### src/rtl/adder_arbiter_4.sv
// adder_arbiter_4: round-robin arbiter sharing one 16-bit carry-select adder
// among up to four requesters, with lock (sticky priority) and carry chaining
// for multi-word additions.
module adder_arbiter_4 #(
   parameter int unsigned N_REQ = 4
) (
   input  logic               Clk,
   input  logic               Reset,
   input  logic [N_REQ-1:0]    Req,
   input  logic [N_REQ*16-1:0] A,
   input  logic [N_REQ*16-1:0] B,
   input  logic [N_REQ-1:0]    Cin,
   input  logic [N_REQ-1:0]    Chain,
   input  logic [N_REQ-1:0]    Lock,
   input  logic [N_REQ-1:0]    Ack,
   output logic [N_REQ-1:0]    Gnt,
   output logic [N_REQ-1:0]    Valid,
   output logic [15:0]         Sum,
   output logic                Cout,
   output logic                Ovf
);

   localparam int unsigned IW = 2;
   localparam int unsigned DW = 16;
   localparam int unsigned NW = 4;

   typedef enum logic [1:0] {IDLE, EXEC, DONE} state_t;

   state_t           state_q, state_d;
   logic [IW-1:0]    ptr_q, ptr_d;
   logic [IW-1:0]    owner_q, owner_d;
   logic [IW-1:0]    last_owner_q, last_owner_d;
   logic             carry_q, carry_d;
   logic             chain_ok_q, chain_ok_d;
   logic [DW-1:0]    op_a_q, op_a_d;
   logic [DW-1:0]    op_b_q, op_b_d;
   logic             op_c_q, op_c_d;
   logic [N_REQ-1:0] gnt_q, gnt_d;
   logic [N_REQ-1:0] valid_q, valid_d;
   logic [DW-1:0]    sum_q, sum_d;
   logic             cout_q, cout_d;
   logic             ovf_q, ovf_d;

   logic [DW-1:0]    add_sum;
   logic             add_cout;
   logic             add_c;
   logic [NW:0]      blk0;
   logic [NW:0]      blk1;

   logic             req_found;
   logic [IW-1:0]    win;
   logic [IW:0]      cand;
   logic [IW-1:0]    next_owner;

   // Carry-select adder: each nibble precomputes both carry cases, the ripple only selects
   always_comb begin
      add_c   = op_c_q;
      add_sum = '0;
      blk0    = '0;
      blk1    = '0;
      for (int k = 0; k < DW / NW; k++) begin
         blk0 = (NW+1)'({1'b0, op_a_q[k*NW +: NW]}) + (NW+1)'({1'b0, op_b_q[k*NW +: NW]});
         blk1 = blk0 + (NW+1)'(1);
         {add_c, add_sum[k*NW +: NW]} = add_c ? blk1 : blk0;
      end
      add_cout = add_c;
   end

   // Round-robin search: first set Req at or above the pointer, wrapping around
   always_comb begin
      req_found = 1'b0;
      win       = '0;
      cand      = '0;
      for (int i = 0; i < int'(N_REQ); i++) begin
         cand = {1'b0, ptr_q} + (IW+1)'(i);
         if (cand >= (IW+1)'(N_REQ)) cand = cand - (IW+1)'(N_REQ);
         if (!req_found && Req[cand[IW-1:0]]) begin
            req_found = 1'b1;
            win       = cand[IW-1:0];
         end
      end
      next_owner = (owner_q == IW'(N_REQ - 1)) ? '0 : owner_q + IW'(1);
   end

   // Next-state and datapath register inputs
   always_comb begin
      state_d      = state_q;
      ptr_d        = ptr_q;
      owner_d      = owner_q;
      last_owner_d = last_owner_q;
      carry_d      = carry_q;
      chain_ok_d   = chain_ok_q;
      op_a_d       = op_a_q;
      op_b_d       = op_b_q;
      op_c_d       = op_c_q;
      gnt_d        = '0;
      valid_d      = valid_q;
      sum_d        = sum_q;
      cout_d       = cout_q;
      ovf_d        = ovf_q;
      case (state_q)
         IDLE: begin
            if (req_found) begin
               op_a_d  = A[{win, 4'b0000} +: DW];
               op_b_d  = B[{win, 4'b0000} +: DW];
               op_c_d  = (Chain[win] && chain_ok_q && (last_owner_q == win)) ? carry_q : Cin[win];
               owner_d = win;
               gnt_d   = N_REQ'(1) << win;
               state_d = EXEC;
            end
         end
         EXEC: begin
            sum_d        = add_sum;
            cout_d       = add_cout;
            ovf_d        = (op_a_q[DW-1] == op_b_q[DW-1]) && (add_sum[DW-1] != op_a_q[DW-1]);
            carry_d      = add_cout;
            last_owner_d = owner_q;
            chain_ok_d   = 1'b1;
            valid_d      = N_REQ'(1) << owner_q;
            state_d      = DONE;
         end
         DONE: begin
            if (Ack[owner_q]) begin
               valid_d = '0;
               ptr_d   = Lock[owner_q] ? owner_q : next_owner;
               state_d = IDLE;
            end
         end
         default: begin
            state_d = IDLE;
         end
      endcase
   end

   // State and output registers with synchronous reset
   always_ff @(posedge Clk) begin
      if (Reset) begin
         state_q      <= IDLE;
         ptr_q        <= '0;
         owner_q      <= '0;
         last_owner_q <= '0;
         carry_q      <= 1'b0;
         chain_ok_q   <= 1'b0;
         op_a_q       <= '0;
         op_b_q       <= '0;
         op_c_q       <= 1'b0;
         gnt_q        <= '0;
         valid_q      <= '0;
         sum_q        <= '0;
         cout_q       <= 1'b0;
         ovf_q        <= 1'b0;
      end else begin
         state_q      <= state_d;
         ptr_q        <= ptr_d;
         owner_q      <= owner_d;
         last_owner_q <= last_owner_d;
         carry_q      <= carry_d;
         chain_ok_q   <= chain_ok_d;
         op_a_q       <= op_a_d;
         op_b_q       <= op_b_d;
         op_c_q       <= op_c_d;
         gnt_q        <= gnt_d;
         valid_q      <= valid_d;
         sum_q        <= sum_d;
         cout_q       <= cout_d;
         ovf_q        <= ovf_d;
      end
   end

   assign Gnt   = gnt_q;
   assign Valid = valid_q;
   assign Sum   = sum_q;
   assign Cout  = cout_q;
   assign Ovf   = ovf_q;

endmodule

### config.mk
export PLATFORM = sky130hd
export DESIGN_NAME = adder_arbiter_4
export DESIGN_NICKNAME = d
export VERILOG_FILES = /design/src/rtl/adder_arbiter_4.sv
export SDC_FILE = /design/constraint.sdc
export NUM_CORES = 1
export LEC_CHECK = 0
export ABC_AREA = 1
export ABC_CLOCK_PERIOD_IN_PS = 3300
export CORE_ASPECT_RATIO = 1.1
export CORE_MARGIN = 5
export CORE_UTILIZATION = 62
export CTS_CLUSTER_SIZE = 14
export DETAILED_ROUTE_END_ITERATION = 8
export DONT_BUFFER_PORTS = 1
export PLACE_DENSITY = 0.78
export SYNTH_ARGS = -nofsm -noshare
export SYNTH_HDL_FRONTEND = slang
export SYNTH_SLANG_ARGS = --single-unit
### constraint.sdc
create_clock -name Clk -period 3.3 [get_ports Clk]
set_clock_uncertainty 0.15 [all_clocks]
set_input_delay 0.33 -clock Clk [delete_from_list [all_inputs] [get_ports Clk]]
set_output_delay 0.33 -clock Clk [all_outputs]
set_load 0.01 [all_outputs]
* After elaboration in Yosys (flattened, before gate mapping)
Index checks and enable logic that the tools add are counted.
** Storage, ports and cells
- Register bits after elaboration :: 68
- Input port bits :: 150
- Output and inout bits :: 26
- Word-level logic and storage cells :: 109
** Cells by class
- Add/sub/neg operators :: 16
- Order comparisons :: 10
- Eq/ne operators :: 8
- Shift-type cells :: 4
- Muxes and demuxes :: 40
- Bitwise logic cells :: 2
- Reductions and logical operators :: 16
** Operators by type and width (number)
- 64-bit by 7-bit variable part select with 16-bit output :: 2
- 2-bit 2-to-1 mux :: 12
- 4-bit by 4-bit adder with 5-bit output :: 4
- 5-bit by 1-bit adder with 5-bit output (second input constant) :: 4
- 5-bit 2-to-1 mux :: 4
- 2-bit by 3-bit < comparator with 1-bit output (second input constant) :: 6
- 1-bit binary-select mux with 2-bit select :: 8
- 1-bit 2-to-1 mux :: 13
- 3-bit greater-or-equal comparator (second input constant) :: 3
- 4-bit case mux with 2 select lines :: 1
- 2-bit AND reduction :: 4
- 1-bit by 2-bit << shifter with 4-bit output (first input constant) :: 2
- 2-bit by 1-bit subtractor with 2-bit output (second input constant) :: 4
- 2-bit by 2-bit adder with 3-bit output (second input constant) :: 2
- 1-bit logical AND :: 6
- 2-bit case mux with 3 select lines :: 1
- 2-bit equality test (second input constant) :: 2
- 4-bit 2-to-1 mux :: 1
- 2-bit != test (second input constant) :: 2
- 2-bit by 1-bit adder with 3-bit output (second input constant) :: 1
- 2-bit by 3-bit greater-or-equal comparator with 1-bit output (second input constant) :: 1
- 1-bit zero test :: 3
- 3-bit OR reduction :: 1
- 2-bit by 1-bit adder with 2-bit output (second input constant) :: 1
- other kinds (7) :: 8

* Logic depth before layout (Yosys ltp)
Gate-level depths: netlist of run 1.
- Word-level depth :: 19
- Gate-level depth with buffers :: 18
- Depth with buffers taken out :: 18

* Least setup slack after synthesis of run 1
No wires, ideal clock.
- Kind :: register to register
- From :: register op_a_q[0]
- To :: register sum_q[14], in the netlist Sum[14]
- Setup time :: 0.115 ns
- Arrival time :: 2.465 ns
- Required time :: 3.035 ns
- Path slack :: 0.570 ns
- Cell stages (with the launch flop) :: 17
- Buffers on the path :: 0
- Period minus slack after synthesis :: 2.730 ns
- Cell sequence :: dfxtp_1 > ha_1 > fa_1 > ha_1 > nand2_1 > nor2_1 > nand4_1 > nand2_1 > nand2_1 > nand2_1 > nand2_1 > nand2_2 > inv_1 > nand2_1 > o21ai_0 > o21ai_0 > inv_1
** On the way
- Longest elaborated chain between the ends :: 6
** RTL lines
- from (decl) :: line 35 : logic [DW-1:0] op_a_q, op_a_d;
- from (signal assigned) :: line 159 : op_a_q <= op_a_d;
- 4-bit by 4-bit adder with 5-bit output (*) :: line 62 : blk0 = (NW+1)'({1'b0, op_a_q[k*NW +: NW]}) + (NW+1)'({1'b0, op_b_q[k*NW +: NW]});
- 5-bit by 1-bit adder with 5-bit output :: line 63 : blk1 = blk0 + (NW+1)'(1);
- 5-bit 2-to-1 mux (*) (4 in a row) :: line 64 : {add_c, add_sum[k*NW +: NW]} = add_c ? blk1 : blk0;
- to (signal assigned) :: line 164 : sum_q <= sum_d;
- to (decl) :: line 40 : logic [DW-1:0] sum_q, sum_d;
Every way passes the cells marked *; elsewhere a longest branch is shown, timed or not.
A chain may end at the register's enable or synchronous reset.

* Worst setup path after layout of run 1
- From :: register ptr_q[0]
- To :: register op_a_q[15]
** On the way
- Longest elaborated chain between the ends :: 15
- Elaborated cells on any way between the ends :: 39
- Those cells by class :: add/sub (7); order compare (4); shift (1); mux (20); reduce/logical (7)
** RTL lines
- from (decl) :: line 30 : logic [IW-1:0] ptr_q, ptr_d;
- from (signal assigned) :: line 154 : ptr_q <= ptr_d;
- branches (longest 15 deep; another with 2-bit by 1-bit adder with 3-bit output)
Parallel ways; which one is timed is not known. The select of a mux whose other input is x is not followed.

==> summary.txt, run 1 <==
status -> finished clean
routed via count divided by cell count -> 5.502
Vert. Die Dim -> 101.8 microns
buffers from clock root to sink, at most -> 2
worst ir drop on vdd -> 0.3909 mV
clock buffers created by TritonCTS -> 9
WL/cell -> 14.98 microns
final critical-path share of the clock period -> 92.80%
remaining antenna violation count -> 0
Mapped Avg Cell Area -> 6.517 sq um
library cell with the highest instance count after synthesis -> nand2_1
Net Count, Synth -> 906
number of enable-type register cells in the synthesized netlist -> 0
Req. time, crit path -> 3450 ps
IO Port Bufs -> 0
dpl cells -> 808
Worst EP arrival -> 3210 ps
Max Transition Viols Final -> 0
clk sinks -> 68
Core Box Area -> 7473 sq um
minimum clock period -> 3062 ps
clk root buf -> clkbuf_8
predominant post-synthesis flop cell -> dfxtp_1
wire length of the first global-routing pass -> 19.45 mm
terminating pin of the worst hold path -> op_b_q[4]$_SDFFE_PP0P_
gr ovfl total -> 0
max_cap viols -> 0
launch instance of the worst register-to-register path -> ptr_q[0]$_SDFFE_PP0P_
met3 layer wire length in the routed design -> 821 microns
met2 routed WL -> 6.351 mm
GRT Total Usage -> 25.75%
endpoints failing setup -> 0
Top Ports -> 176
list of most frequent post-synthesis cells -> nand2_1 (203), inv_1 (101), dfxtp_1 (68), a21oi_1 (62), o21ai_0 (61)
routed wire length -> 12.63 mm
width of the die -> 93.41 microns
classification of the worst-slack hold path -> in2reg
Leakage Power -> 2.494 nW
top sig layer -> met4
worst setup path startpoint -> ptr_q[0]$_SDFFE_PP0P_
ratio of cells with drive above 1 in the final layout -> 6.911%
kind of capture point of the worst setup path -> flop
last weighted congestion value of the routability-driven placer -> 0.8779
detailed-route via count -> 4,638
Area contributors post-synth -> dfxtp_1 (29%), nand2_1 (16%), inv_1 (8.0%)
transition time of the tightest slew-check pin -> 840.0 ps
Seq/Total Area, Yosys -> 28.69%
synthesis-to-finish area growth -> 9.573%
kind of critical path -> reg2reg
antenna violations before repair -> 0
number of instances in the synthesized netlist -> 728
total power after layout -> 3.516 mW
starting utilization of the core area -> 63.49%
setup repair after global routing missed its margin -> true
Worst setup SP type -> flop
number of endpoints with negative hold slack in the final report -> 0
via count of the first global-routing pass -> 4,259
final routed DRC violation total -> 0
Highest Clock Rate -> 326.6 MHz
post-route setup TNS -> 0 ps
clock tree from TritonCTS -> yes
count of inserted antenna diode cells -> 0
final net count -> 911
top cell type's share of synthesized area -> 28.69%
area of the die -> 9504 sq um
depth of the worst hold-timing path -> 4
distinct cell type count of the synthesized netlist -> 36
Post-synth ARST share -> 0%
reg-to-reg setup timing slack -> 240 ps
# H-tree levels -> 3
Max-slew headroom -> 43.81%
hold path start -> B[52]
Core Rows -> 33
Worst R2R End -> op_a_q[15]$_SDFFE_PP0P_
Detailed Route Iter0 Violations -> 152
count of placed standard cells in the final layout, fillers left out -> 843
number of synthesized register bits -> 68
Ys Warns -> 0
clock edge transition at the registers on the reported setup and hold paths -> 80 ps
routed metal-1 wirelength -> 5.287 mm
leading area contributor after synthesis -> dfxtp_1
number of iterations in the first detailed-routing pass -> 5
Final Util -> 69.56%
largest fanout on the critical path -> 23
Syn Std Cell Area -> 4745 sq um
Final Hold Slack -> 21.05 ps
path depth of the worst reg2reg path -> 13
placed wire-length estimate after detailed placement -> 9.618 mm
maximum number of pins on one net before global-route repair -> 72
pwr dens -> 676.4 nW/um^2
clock insertion delay at the later pin of the skew report -> 350 ps
## worst max-delay path, cell delays in order (launching register included)
cell	delay, ps
dfxtp_2	470
inv_2	130
nand2_1	90
nand2_2	90
nand2_2	80
nand2_2	70
nor2_4	140
nand3_1	100
nand2_2	100
clkinv_2	290
nor3_4	540
nand2_1	100
nand4_1	110
dlygate4sd3_1	530
## metrics by stage
stage | worst slack (ps) | cell area [sq um]
after CTS | 34.25 | 5179
after global routing | -12.89 | 5199
final | 237.7 | 5199
after floorplan | 569.6 | 4745
after global placement | 404.3 | 4760
after detailed placement | 312.4 | 4760
## cells in the final DEF, fill, tap and decap left out, drive strengths merged, types with 8 or more instances in the layout
master / n
o31ai: 17
dfxtp: 68
dlygate4sd3: 17
nand3: 56
clkbuf: 10
nand2: 214
o21ai: 63
nand4: 8
inv: 106
a21oi: 62
nor2: 40
ha: 24
## registers in the layout (all words and copies together) (netlist names)
signal        count
Cout              1
op_c_q            1
Ovf               1
Gnt               4
Sum              16
state_q           2
Valid             4
op_a_q           16
ptr_q             2
chain_ok_q        1
op_b_q           16
owner_q           2
last_owner_q      2
## cell type report
cell class | instances | area, sq um
multi-input combinational | 523 | 2814
clock inverter | 6 | 111.4
sequential | 68 | 1363
inverter | 108 | 414.1
clock buffer | 10 | 137.6
fill | 676 | 2275
timing repair buffer | 23 | 227.7
tap | 105 | 131.4
## kinds of logic (layout without fill, tap and decap cells)
kind of cell    after synthesis  count (layout)  synth area share, %
compound gates              151             151                17.30
xor+xnor                     13              13                2.400
simple gates                331             331                31.49
buf+inv                     137             147                12.10
flops                        68              68                28.69
fa+ha+maj                    28              28                8.017
## where the power goes
group	internal (mW)	total [mW]	leakage, nW	switching [mW]
Sequential	1.01	1.19	0.560	0.184
Combinational	0.537	1.48	1.81	0.944
Clock	0.522	0.842	0.122	0.320
Total	2.07	3.52	2.49	1.45
## metal layers
layer | vias to the layer above | global-route usage (%)
li1 | 2363 | -
met1 | 2092 | 31.10
met2 | 166 | 45.93
met3 | 17 | 6.018
met4 | 0 | 6.764
met5 | - | 0
## worst max-delay path by stage
stage	to	slack [ps]	depth (start not counted)
after global routing	op_a_q[15]$_SDFFE_PP0P_	-10	17
after global placement	Sum[14]$_SDFFE_PP0P_	400	16
after CTS	op_a_q[15]$_SDFFE_PP0P_	30	17
after detailed placement	Sum[14]$_SDFFE_PP0P_	310	16
final	op_a_q[15]$_SDFFE_PP0P_	240	13
after floorplan	Sum[14]$_SDFFE_PP0P_	570	16
## what timing repair did
item	in CTS	in global routing
gates resized for setup	0	3
setup endpoints to repair	0	2
setup buffers	0	2
hold buffers	17	0
hold endpoints to repair	29	0
Power figures use the tool's default switching activity.
==> inputs of run 2 (changes only) <==
- RECOVER_POWER: not set -> 50
==> run 2 against run 1 <==
  * Flip-flop and latch count stayed put
  * First-iteration DRC count stayed put
  * Core utilization is 0.050 points lower
  * Die area stayed put
  * Largest power group unchanged
==> summary.txt, run 2 (synthesis results as in run 1) <==
status -> finished clean (unchanged)
placed wire-length estimate after detailed placement -> 9.618 mm (unchanged)
Top Ports -> 176 (unchanged)
width of the die -> 93.41 microns (unchanged)
last weighted congestion value of the routability-driven placer -> 0.8779 (unchanged)
starting utilization of the core area -> 63.49% (unchanged)
Max-slew headroom -> 35.24% (was 43.81%)
# H-tree levels -> 3 (unchanged)
commonest non-fill, non-tap cells in the layout -> nand2_1 (202), inv_1 (101), dfxtp_1 (67), a21oi_1 (62), o21ai_0 (61) (unchanged)
count of inserted antenna diode cells -> 0 (unchanged)
area of the die -> 9504 sq um (unchanged)
routed wire length -> 12.62 mm (was 12.63 mm)
final net count -> 911 (unchanged)
Worst EP arrival -> 3210 ps (about the same)
largest fanout on the critical path -> 23 (unchanged)
Max Transition Viols Final -> 0 (unchanged)
Clk network pwr share -> 24.0% (about the same)
endpoints failing setup -> 0 (unchanged)
Worst setup SP type -> flop (unchanged)
setup repair after global routing missed its margin -> true (unchanged)
final routed DRC violation total -> 0 (unchanged)
clock insertion delay at the later pin of the skew report -> 350 ps (about the same)
GRT Total Usage -> 25.75% (unchanged)
IO Port Bufs -> 0 (unchanged)
max_cap viols -> 0 (unchanged)
Layout Cell Area excl Fill -> 5195 sq um (was 5199 sq um)
number of iterations in the first detailed-routing pass -> 5 (unchanged)
WL/cell -> 14.98 microns (about the same)
clk root buf -> clkbuf_8 (unchanged)
antenna violations before repair -> 0 (unchanged)
transition time of the tightest slew-check pin -> 971.5 ps (was 840.0 ps)
Switching Power -> 1.449 mW (about the same)
detailed-route via count -> 4,639 (was 4,638)
count of buffer and inverter cells on the critical path -> 3 (unchanged)
ratio of cells with drive above 1 in the final layout -> 6.775% (was 6.911%)
number of endpoints with negative hold slack in the final report -> 0 (unchanged)
kind of capture point of the worst setup path -> flop (unchanged)
internal portion of total power -> 2.066 mW (was 2.068 mW)
delay-heaviest family, CP -> simple AND/OR/NAND/NOR gates (unchanged)
most common cell after layout, fill and taps aside -> nand2_1 (unchanged)
cells traversed along the worst timing path -> inv_2 > nand2_1 > nand2_2 > nand2_2 > nand2_2 > nor2_4 > nand3_1 > nand2_2 > clkinv_2 > nor3_4 > nand2_1 > nand4_1 > dlygate4sd3_1 (unchanged)
pwr dens -> 676.5 nW/um^2 (was 676.4 nW/um^2)
Flop pwr share -> 33.9% (about the same)
worst ir drop on vdd -> 0.3907 mV (was 0.3909 mV)
clock buffers created by TritonCTS -> 9 (unchanged)
final critical-path share of the clock period -> 92.80% (about the same)
synthesis-to-finish area growth -> 9.494% (was 9.573%)
Core Rows -> 33 (unchanged)
clock edge transition at the registers on the reported setup and hold paths -> 80 ps (about the same)
buffers from clock root to sink, at most -> 2 (unchanged)
Final Hold Slack -> 21.05 ps (unchanged)
Core Box Area -> 7473 sq um (unchanged)
area after detailed placement -> 4760 sq um (unchanged)
path depth of the worst reg2reg path -> 13 (unchanged)
minimum clock period -> 3062 ps (about the same)
clk sinks -> 68 (unchanged)
routed via count divided by cell count -> 5.503 (was 5.502)
maximum number of pins on one net before global-route repair -> 72 (unchanged)
slowest cell delay on critical path -> 540 ps (about the same)
Final Util -> 69.51% (was 69.56%)
Vert. Die Dim -> 101.8 microns (unchanged)
classification of the worst-slack hold path -> in2reg (unchanged)
clock tree from TritonCTS -> yes (unchanged)
Req. time, crit path -> 3450 ps (about the same)
Detailed Route Iter0 Violations -> 152 (unchanged)
critical-path cell with the highest stage delay -> nor3_4 (unchanged)
depth of the worst hold-timing path -> 4 (unchanged)
fraction of power spent switching nets -> 41.22% (was 41.20%)
Leakage Power -> 2.491 nW (was 2.494 nW)
via count of the first global-routing pass -> 4,259 (unchanged)
Levels on crit path -> 13 (unchanged)
logic gate share of total power -> 42.1% (about the same)
Highest Clock Rate -> 326.6 MHz (unchanged)
kind of critical path -> reg2reg (unchanged)
remaining antenna violation count -> 0 (unchanged)
most frequent cell on the critical path -> nand2_2 (unchanged)
wire length of the first global-routing pass -> 19.45 mm (unchanged)
gr ovfl total -> 0 (unchanged)
==> run 2: cell types whose count changed in the layout (fill, tap and decap cells not counted), sizes merged <==
cell,change
buf,-1
clkbuf,+1
==> run 2: tightest hold or removal path: stages <==
cell and delay (ps):
nand2_1 30, nand2_1 50, nor2_1 40, inv_1 30
==> run 2: layer usage <==
metal	up-vias	track usage (%)	routed length, microns
li1	2364	-	-
met1	2096	31.10	5293
met2	162	45.93	6353
met3	17	6.018	812
met4	0	6.764	164
met5	-	0	0
==> run 2: power by group through the flow <==
stage          logic, mW  registers, mW  clock network (mW)
6_report            1.48           1.19               0.842
5_1_grt             1.68           1.21               0.886
4_1_cts             1.46           1.19               0.851
3_5_place_dp        1.43           1.21                   0
3_3_place_gp        1.39           1.20                   0
2_1_floorplan       1.17           1.15                   0
==> run 2: final cells by class <==
| class | instances | area (sq um) |
|---|---|---|
| Fill cell | 678 | 2278 |
| Clock buffer | 10 | 137.6 |
| Timing Repair Buffer | 23 | 224.0 |
| Sequential cell | 68 | 1363 |
| Inverter | 108 | 414.1 |
| Multi-Input combinational cell | 523 | 2814 |
| Tap cell | 105 | 131.4 |
| Clock inverter | 6 | 111.4 |
==> run 2: worst paths after layout <==
check / from / end / slack, ps
setup / recovery: ptr_q[0]$_SDFFE_PP0P_ / op_a_q[15]$_SDFFE_PP0P_ / 240
hold / removal: B[52] / op_b_q[4]$_SDFFE_PP0P_ / 20
setup reg to reg: ptr_q[0]$_SDFFE_PP0P_ / op_a_q[15]$_SDFFE_PP0P_ / 240
hold reg to reg: op_b_q[0]$_SDFFE_PP0P_ / op_b_q[0]$_SDFFE_PP0P_ / 320
==> run 2: repair_timing <==
action                                 in CTS  in global routing
gates resized for setup                     0                  3
endpoints found under the hold margin      29                  0
hold buffers                               17                  0
setup buffers                               0                  2
setup endpoints to repair                   0                  2
==> run 2: per-stage QoR <==
stage / setup WS, ps / power [mW] / std cells / setup TNS [ps]
after floorplan: 569.6 / 2.316 / 728 / 0
after global placement: 404.3 / 2.587 / 808 / 0
after detailed placement: 312.4 / 2.635 / 808 / 0
after CTS: 34.25 / 3.508 / 841 / 0
after global routing: -12.89 / 3.776 / 843 / -12.89
final: 237.7 / 3.515 / 843 / 0
==> inputs of run 3 (changes only) <==
- HOLD_SLACK_MARGIN: not set -> 0.1
==> run 3 against run 2 <==
  * Critical path depth grew 3
  * Flip-flop and latch count unchanged
  * First-iteration DRC count grew 69%
  * Non-clock buffer count is 57 higher
  * Worst hold slack improved by 85 ps
  * Register-to-register slack barely moved
  * Global-route usage increased by 2.9 points
==> summary.txt, run 3 (synthesis results as in run 1) <==
Vert. Die Dim -> 101.8 microns (unchanged)
final net count -> 968 (was 911)
count of inserted antenna diode cells -> 0 (unchanged)
via count of the first global-routing pass -> 4,693 (was 4,259)
depth of the worst hold-timing path -> 2 (was 4)
setup repair after global routing missed its margin -> false (was true)
placed wire-length estimate after detailed placement -> 9.618 mm (unchanged)
width of the die -> 93.41 microns (unchanged)
launch instance of the worst register-to-register path -> ptr_q[0]$_SDFFE_PP0P_ (unchanged)
Leakage Power -> 2.772 nW (was 2.491 nW)
clock edge transition at the registers on the reported setup and hold paths -> 80 ps (about the same)
GRT Total Usage -> 28.60% (was 25.75%)
max_cap viols -> 0 (unchanged)
starting utilization of the core area -> 63.49% (unchanged)
endpoints failing setup -> 0 (unchanged)
Detailed Route Iter0 Violations -> 257 (was 152)
kind of capture point of the worst setup path -> flop (unchanged)
dpl cells -> 808 (unchanged)
final routed DRC violation total -> 0 (unchanged)
synthesis-to-finish area growth -> 22.23% (was 9.494%)
post-route setup TNS -> 0 ps (unchanged)
clock buffers created by TritonCTS -> 9 (unchanged)
top sig layer -> met4 (unchanged)
Highest Clock Rate -> 327.8 MHz (was 326.6 MHz)
terminating pin of the worst hold path -> op_a_q[4]$_SDFFE_PP0P_ (was op_b_q[4]$_SDFFE_PP0P_)
Worst setup SP type -> flop (unchanged)
last weighted congestion value of the routability-driven placer -> 0.8779 (unchanged)
transition time of the tightest slew-check pin -> 990.6 ps (was 971.5 ps)
Max Transition Viols Final -> 0 (unchanged)
path depth of the worst reg2reg path -> 16 (was 13)
number of endpoints with negative hold slack in the final report -> 0 (unchanged)
minimum clock period -> 3051 ps (was 3062 ps)
clk sinks -> 68 (unchanged)
clk root buf -> clkbuf_8 (unchanged)
hold path start -> A[4] (was B[52])
Core Rows -> 33 (unchanged)
# H-tree levels -> 3 (unchanged)
most common cell after layout, fill and taps aside -> nand2_1 (unchanged)
Final Hold Slack -> 106.5 ps (was 21.05 ps)
clock insertion delay at the later pin of the skew report -> 360 ps (was 350 ps)
antenna violations before repair -> 0 (unchanged)
kind of critical path -> reg2reg (unchanged)
ratio of cells with drive above 1 in the final layout -> 6.792% (was 6.775%)
Core Box Area -> 7473 sq um (unchanged)
routed wire length -> 14.49 mm (was 12.62 mm)
IO Port Bufs -> 0 (unchanged)
commonest non-fill, non-tap cells in the layout -> nand2_1 (202), inv_1 (101), dlygate4sd3_1 (70), dfxtp_1 (67), a21oi_1 (62) (was nand2_1 (202), inv_1 (101), dfxtp_1 (67), a21oi_1 (62), o21ai_0 (61))
reg-to-reg setup timing slack -> 250 ps (was 240 ps)
area of the die -> 9504 sq um (unchanged)
buffers from clock root to sink, at most -> 2 (unchanged)
routed via count divided by cell count -> 5.604 (was 5.503)
detailed-route via count -> 5,044 (was 4,639)
remaining antenna violation count -> 0 (unchanged)
classification of the worst-slack hold path -> in2reg (unchanged)
Worst R2R End -> op_b_q[12]$_SDFFE_PP0P_ (was op_a_q[15]$_SDFFE_PP0P_)
WL/cell -> 16.10 microns (was 14.98 microns)
wire length of the first global-routing pass -> 21.56 mm (was 19.45 mm)
clock tree from TritonCTS -> yes (unchanged)
Max-slew headroom -> 33.96% (was 35.24%)
met3 layer wire length in the routed design -> 1.132 mm (was 812 microns)
number of iterations in the first detailed-routing pass -> 5 (unchanged)
pwr dens -> 643.4 nW/um^2 (was 676.5 nW/um^2)
status -> finished clean (unchanged)
Worst EP arrival -> 3130 ps (was 3210 ps)
Top Ports -> 176 (unchanged)
largest fanout on the critical path -> 19 (was 23)
count of placed standard cells in the final layout, fillers left out -> 900 (was 843)
Final Util -> 77.60% (was 69.51%)
Req. time, crit path -> 3380 ps (was 3450 ps)
met2 routed WL -> 7.241 mm (was 6.353 mm)
maximum number of pins on one net before global-route repair -> 72 (unchanged)
routed metal-1 wirelength -> 5.737 mm (was 5.293 mm)
gr ovfl total -> 0 (unchanged)
worst ir drop on vdd -> 0.4227 mV (was 0.3907 mV)
final critical-path share of the clock period -> 92.44% (was 92.80%)
## run 3: changes by cell type in the layout (fill, tap and decap cells not counted), sizes merged
cell / previous run / this run
buf: 5 / 9
dlygate4sd3: 17 / 70
inv: 106 / 107
clkinv: 4 / 3
## run 3: layer usage
layer	GRT usage, %	vias to the layer above
met5	0	-
met4	10.15	0
met2	51.65	232
met1	33.03	2296
met3	6.538	34
li1	-	2482
## run 3: critical path: stages, from the launching register on
cell           delay (ps)
dfxtp_2               470
inv_2                 130
nand2_1                90
nand2_2                90
nand2_2                80
nand2_2                70
nor2_4                140
nand3_4               120
nand2_4               110
nor2_8                 60
inv_4                 240
nor3_4                 70
buf_12                150
nand2_1                70
nand3_1               120
nand3b_1              210
dlygate4sd3_1         570
## run 3: per-stage QoR
stage	setup slack, ps	cell area (sq um)	total power [mW]
2_1_floorplan	569.6	4745	2.316
3_3_place_gp	404.3	4760	2.587
3_5_place_dp	312.4	4760	2.635
4_1_cts	22.14	5709	3.639
5_1_grt	29.66	5799	3.975
6_report	249.5	5799	3.731
## run 3: layout make-up
class / count / area (sq um)
timing repair buffer: 80 / 822.0
clock inverter: 6 / 111.4
clock buffer: 10 / 137.6
tap: 105 / 131.4
sequential: 68 / 1363
fill: 560 / 1674
multi-input combinational: 523 / 2819
inverter: 108 / 415.4
## run 3: worst max-delay path by stage
| stage | start | depth (start not counted) | endpoint |
|---|---|---|---|
| after global placement | op_a_q[0]$_SDFFE_PP0P_ | 16 | Sum[14]$_SDFFE_PP0P_ |
| after floorplan | op_a_q[0]$_SDFFE_PP0P_ | 16 | Sum[14]$_SDFFE_PP0P_ |
| after detailed placement | op_a_q[0]$_SDFFE_PP0P_ | 16 | Sum[14]$_SDFFE_PP0P_ |
| after global routing | ptr_q[0]$_SDFFE_PP0P_ | 17 | op_b_q[4]$_SDFFE_PP0P_ |
| final | ptr_q[0]$_SDFFE_PP0P_ | 16 | op_b_q[12]$_SDFFE_PP0P_ |
| after CTS | ptr_q[0]$_SDFFE_PP0P_ | 16 | op_a_q[3]$_SDFFE_PP0P_ |
## run 3: what timing repair did
action	CTS	global route
buffers inserted	0	6
endpoints found under the setup margin	0	23
hold buffers	70	0
gates resized for setup	0	5
endpoints found under the hold margin	52	0
## run 3: report_power, final
| part | total, mW | internal [mW] | switching [mW] |
|---|---|---|---|
| logic | 1.68 | 0.671 | 1.01 |
| clock network | 0.856 | 0.522 | 0.334 |
| registers | 1.20 | 1.01 | 0.189 |
